<file path="config.mk">
export PLATFORM = sky130hd
export DESIGN_NAME = cpu_mem_responder
export DESIGN_NICKNAME = d
export VERILOG_FILES = /design/src/rtl/cpu_mem_responder.sv
export SDC_FILE = /design/constraint.sdc
export NUM_CORES = 1
export LEC_CHECK = 0
export CAP_MARGIN = 20
export CORE_MARGIN = 2
export CORE_UTILIZATION = 35
export CTS_BUF_LIST = sky130_fd_sc_hd__clkbuf_8
export DETAILED_ROUTE_END_ITERATION = 12
export PLACE_DENSITY_LB_ADDON = 0.15
export SLEW_MARGIN = 20
export SYNTH_ARGS = -nofsm -noshare
export SYNTH_HDL_FRONTEND = slang
export SYNTH_SLANG_ARGS = --single-unit
</file>
<file path="constraint.sdc">
create_clock -name clk -period 5.4 [get_ports clk]
set_input_delay 0.54 -clock clk [delete_from_list [all_inputs] [get_ports clk]]
set_output_delay 0.54 -clock clk [all_outputs]
set_load 0.01 [all_outputs]
</file>
<file path="src/rtl/cpu_mem_responder.sv">
// cpu_mem_responder: RAM responder for the accumulator CPU with byte-serial boot loader.
// Optional macro MEM_WPROT_EN drops RUN writes below PROT_LIMIT and flags err.
module cpu_mem_responder #(
  parameter int ADDR_W     = 4,
  parameter int DATA_W     = 8,
  parameter int DEPTH      = 16,
  parameter int PROT_LIMIT = 8
) (
  input  logic              clk,
  input  logic              clr,
  input  logic              read,
  input  logic              write,
  input  logic [ADDR_W-1:0] address,
  input  logic [DATA_W-1:0] memoryIn,
  output logic [DATA_W-1:0] memoryOut,
  input  logic              ld_valid,
  input  logic [DATA_W-1:0] ld_data,
  input  logic              ld_last,
  output logic              ld_ready,
  input  logic              ld_restart,
  output logic              cpu_clr,
  output logic              err
);
  typedef enum logic {LOAD, RUN} state_t;
`ifdef MEM_WPROT_EN
  localparam bit PROT_ON = 1'b1;
`else
  localparam bit PROT_ON = 1'b0;
`endif
  state_t            state;
  logic [ADDR_W-1:0] ld_ptr;
  logic [DATA_W-1:0] mem [DEPTH];
  logic              prot;
  logic              last_slot;
  assign prot      = PROT_ON && (address < ADDR_W'(PROT_LIMIT));
  assign last_slot = ld_ptr == ADDR_W'(DEPTH - 1);
  assign memoryOut = (state == RUN && read) ? mem[address] : '0;
  always_ff @(posedge clk or negedge clr) begin
    if (!clr) begin
      state    <= LOAD;
      ld_ptr   <= '0;
      err      <= 1'b0;
      cpu_clr  <= 1'b1;
      ld_ready <= 1'b1;
      for (int i = 0; i < DEPTH; i++) mem[i] <= '0;
    end else if (state == LOAD) begin
      if (ld_valid && ld_ready) begin
        mem[ld_ptr] <= ld_data;
        // pointer saturates on the last word instead of wrapping
        ld_ptr <= last_slot ? ld_ptr : ld_ptr + 1'b1;
        if (ld_last || last_slot) begin
          state    <= RUN;
          cpu_clr  <= 1'b0;
          ld_ready <= 1'b0;
        end
      end
    end else begin
      if (write && !prot) mem[address] <= memoryIn;
      if (write && (read || prot)) err <= 1'b1;
      if (ld_restart) begin
        state    <= LOAD;
        ld_ptr   <= '0;
        cpu_clr  <= 1'b1;
        ld_ready <= 1'b1;
      end
    end
  end
endmodule

</file>
======== After elaboration in Yosys (flattened, before gate mapping) ========
Cells that the tools add are included.
storage, ports and cells
  flip-flop bits (word level) ............. 135
  bits of input ports ..................... 27
  output and inout bits ................... 11
  word-level logic and storage cells ...... 68
cells by class
  $add $sub $neg .......................... 1
  magnitude comparators ................... 4
  eq/ne operators ......................... 4
  mux-type cells .......................... 25
  bitwise gates (word level) .............. 2
  reduce and logical (&&, ||, !) cells .... 12
operators by type and width
  cell                   count
  $mux W128              3
  $bwmux W128            2
  $demux W8 S4           2
  $mux W8                5
  $bmux W8 S4            1
  $mux W4                4
  $ge A5 B5 Y1 const B   2
  $lt A5 B1 Y1 const B   2
  $not A4 Y5             2
  $mux W1                8
  $ne A2 B2 Y1 const B   3
  $reduce_and A3 Y1      2
  $logic_and A1 B1 Y1    5
  $add A4 B1 Y4 const B  1
  $eq A4 B4 Y1 const B   1
  $reduce_and A2 Y1      2
  $reduce_bool A2 Y1     2
  $logic_or A1 B1 Y1     1

======== Logic depth before layout (Yosys ltp) ========
  depth in word-level cells ............... 8
  gate-level depth with buffers ........... 8
  gate-level depth less buffers ........... 6

======== Worst setup path after synthesis ========
Ideal clock, no wire load.
  path type ............................... input to output
  from .................................... input address[0]
  to ...................................... output memoryOut[6]
  arrival time ............................ 1912 ps
  data required time ...................... 4860 ps
  setup slack ............................. 2948 ps
  stages on the path ...................... 7
  buffers on the path ..................... 4
  path through ............................ buf_2 -> buf_4 -> buf_4 -> buf_2 -> mux2_1 -> o2111ai_1 -> o31ai_1
on the way
  longest elaborated chain between the ends .. 5
ends and longest elaborated chain
  what                                         RTL line  RTL
  from (decl)                                  13        input logic [ADDR_W-1:0] address,
  $not A4 Y5 (implied by the code)             37        assign memoryOut = (state == RUN && read) ? mem[address] : '0;
  $bmux W8 S4                                  37
  $mux W8 (implied by the code) (2 in series)  37
  $mux W8                                      37
  to (decl)                                    15        output logic [DATA_W-1:0] memoryOut,
Every way passes these cells. The select of a mux whose other input is x is not followed.

======== Worst setup path after layout ========
  from .................................... input address[2]
  to ...................................... output memoryOut[5]
The elaborated chain is that of the path after synthesis.

==> metrics <==
clk buf depth 2; cts hold-fix bufs 0; Yosys cell types 48; status completed; Synth area leaders dfrtp_1, mux2_1, o22ai_1; clock latency on the worst-skew pair between 400 and 500 ps; Final nets just over 700; maximum clock rate 258 MHz; post-route insts no fill 989; Post-DRT Antenna Nets 0; Inserted Clock Buffers 17; area delta synth->final 11.5%; Routed Wire Length 25900 um; synthesized cell area 7920 sq um; CP arrival 3330 ps; num rows 55; # diodes 0; CP Launch Type input pin; DR DRC count 0; Hold Fails Final Rpt 0; Layout Skew ~10 ps; Yosys reg bits 135; syn_nets 724; DPL Wire Length 16900 um; Final WS setup 1530 ps; setup TNS 0 ps; GPL Wtd Cong 0.894; core box area 22400 sq um; top sig layer met4; vias post-DR 6110; Worst-Margin Slew 1120 ps; root buffer cell clkbuf_8; Post-DP Area about 8400 sq um; largest area contributor in the netlist dfrtp_1; post-CTS resize count 0; normalized max-slew margin between 20% and 30%; Post-Route M1 WL about 12000 um; sequential area share after synthesis between 40% and 50%; largest net degree at the start of global routing between 70 and 80; Max VDD drop 154 uV; CP required 4860 ps; Syn Area/Cell 11.4 sq um; YS warnings 0; Routed met3 length about 1400 um; metal2 WL 12100 um; most common cell in the synthesized netlist o22ai_1; GRT overflow 0; Max-Cap Viols 0; fillcell total approximately 2200; via/cell ratio 6.18; cell area power density 273 nW/um^2; die width 154 um; violation count after the first detailed-route iteration 458; unrepaired setup endpoints after global routing no; number of setup buffers added after CTS 0; drt wl/cell 26.2 um; placed cell count 957; final setup fails 0; Place WS 1600 ps; Final min period ~3900 ps; share of the synthesized area in the top cell type a little over two fifths; clock-pin slew on the worst setup and hold paths 90 ps; clk sink count 135; Total GRT Usage 22.3%; Final Max Tran Viols 0; vias in the first global route 6265; path category of the worst min-delay check in2async; asr flop ratio synth 100%; number of synthesized flops with an enable pin 0; P_leak 3.99 nW; Die Y 154 um; Setup crit end kind primary output; H-tree level count 4; drt pass-1 iters 5; share of layout cells above drive strength 1 13.6%; TritonCTS clock tree done; top_reg_cell synth dfrtp_1; fin area 8830 sq um; Synth top cells by count o22ai_1, dfrtp_1, mux2_1; Crit Path Class in2out; crit-path max FO 29; Final Cycle Share 71.7%; io pins 38; starting density of the core 35.3%; I/O Buffers 37; die area 23800 sq um; initial antenna violation count 0; first-pass GRT wire length 39700 um; Synth Instances 693
## routing by layer
| metal | vias to the layer above | global-route usage (%) |
|---|---|---|
| met4 | 0 | 7.01 |
| li1 | 2689 | - |
| met3 | 39 | 5.88 |
| met1 | 3160 | 30.2 |
| met5 | - | 0 |
| met2 | 222 | 35.1 |
## where the power goes
| group | switching (mW) | total [mW] | internal [mW] |
|---|---|---|---|
| logic | 0.220 | 0.379 | 0.159 |
| registers | 0.0364 | 1.09 | 1.05 |
| clock network | 0.464 | 0.942 | 0.478 |
| total | 0.721 | 2.41 | 1.69 |
## metrics by stage
step                hold WS (ps)  total power, mW  utilization [%]
global route                 236             2.51             39.3
global placement             453             1.48             37.4
CTS                          218             2.43             39.3
finish                       153             2.41             39.3
floorplan                    244             1.35                -
detailed placement           472             1.48             37.4
## critical path, stage by stage
cell and delay [ps]:
clkdlybuf4s50_1 1210, nor2b_1 560, a22oi_1 200, nand3_1 170, o31ai_1 120, clkdlybuf4s50_1 520
## sequential cells by signal, summed over array words and instances, names as in the netlist
signal	count
mem	128
ld_ptr	4
err	1
state	1
cpu_clr	1
## cell type report
| cell class | count | area (sq um) | share of cell area [%] |
|---|---|---|---|
| multi-input cells | 493 | 4250 | 48.1 |
| flip-flops and latches | 135 | 3380 | 38.3 |
| repair buffers | 41 | 395 | 4.48 |
| well taps | 285 | 357 | 4.04 |
| clock buffers | 17 | 234 | 2.65 |
| clock inverters | 15 | 203 | 2.30 |
| inverters | 3 | 11.3 | 0.128 |
## cells by family after synthesis
| logic type | Yosys count | synth area share (%) |
|---|---|---|
| AO/OA/AOI/OAI | 190 | 16.1 |
| multiplexers | 181 | 27.8 |
| flip-flops | 135 | 42.7 |
| AND/OR/NAND/NOR | 116 | 8.94 |
| buffers and inverters | 65 | 3.68 |
| adder cells (fa/ha/maj) | 4 | 0.632 |
| XOR/XNOR | 2 | 0.221 |
## worst paths after layout
path                                  from           end  slack [ps]  depth (start not counted)
worst min-delay path                   clr           err         150                          1
worst max register to register       state       mem[24]        2610                          5
worst max-delay path            address[2]  memoryOut[5]        1530                          6
min in group clk                       err           err         490                          1
worst min register to register         err           err         490                          1
max in group asynchronous              clr      mem[111]        3700                          2
## layout by cell type, fill, tap and decap left out, types with 7 or more instances in the layout
cell               n
a22oi_1           15
clkbuf_8          17
clkdlybuf4s50_1   35
dfrtp_1          134
inv_6              7
mux2_1           127
mux2_4            27
mux2i_1           16
mux4_2             7
nand2_1           25
nand2b_1           9
nand3_1           11
nand3b_1           9
nor2_1            28
o21ai_2           11
o22ai_1          137
o2bb2ai_1          8
o31ai_1            9
Note: power is estimated with default switching activity, not from simulation.
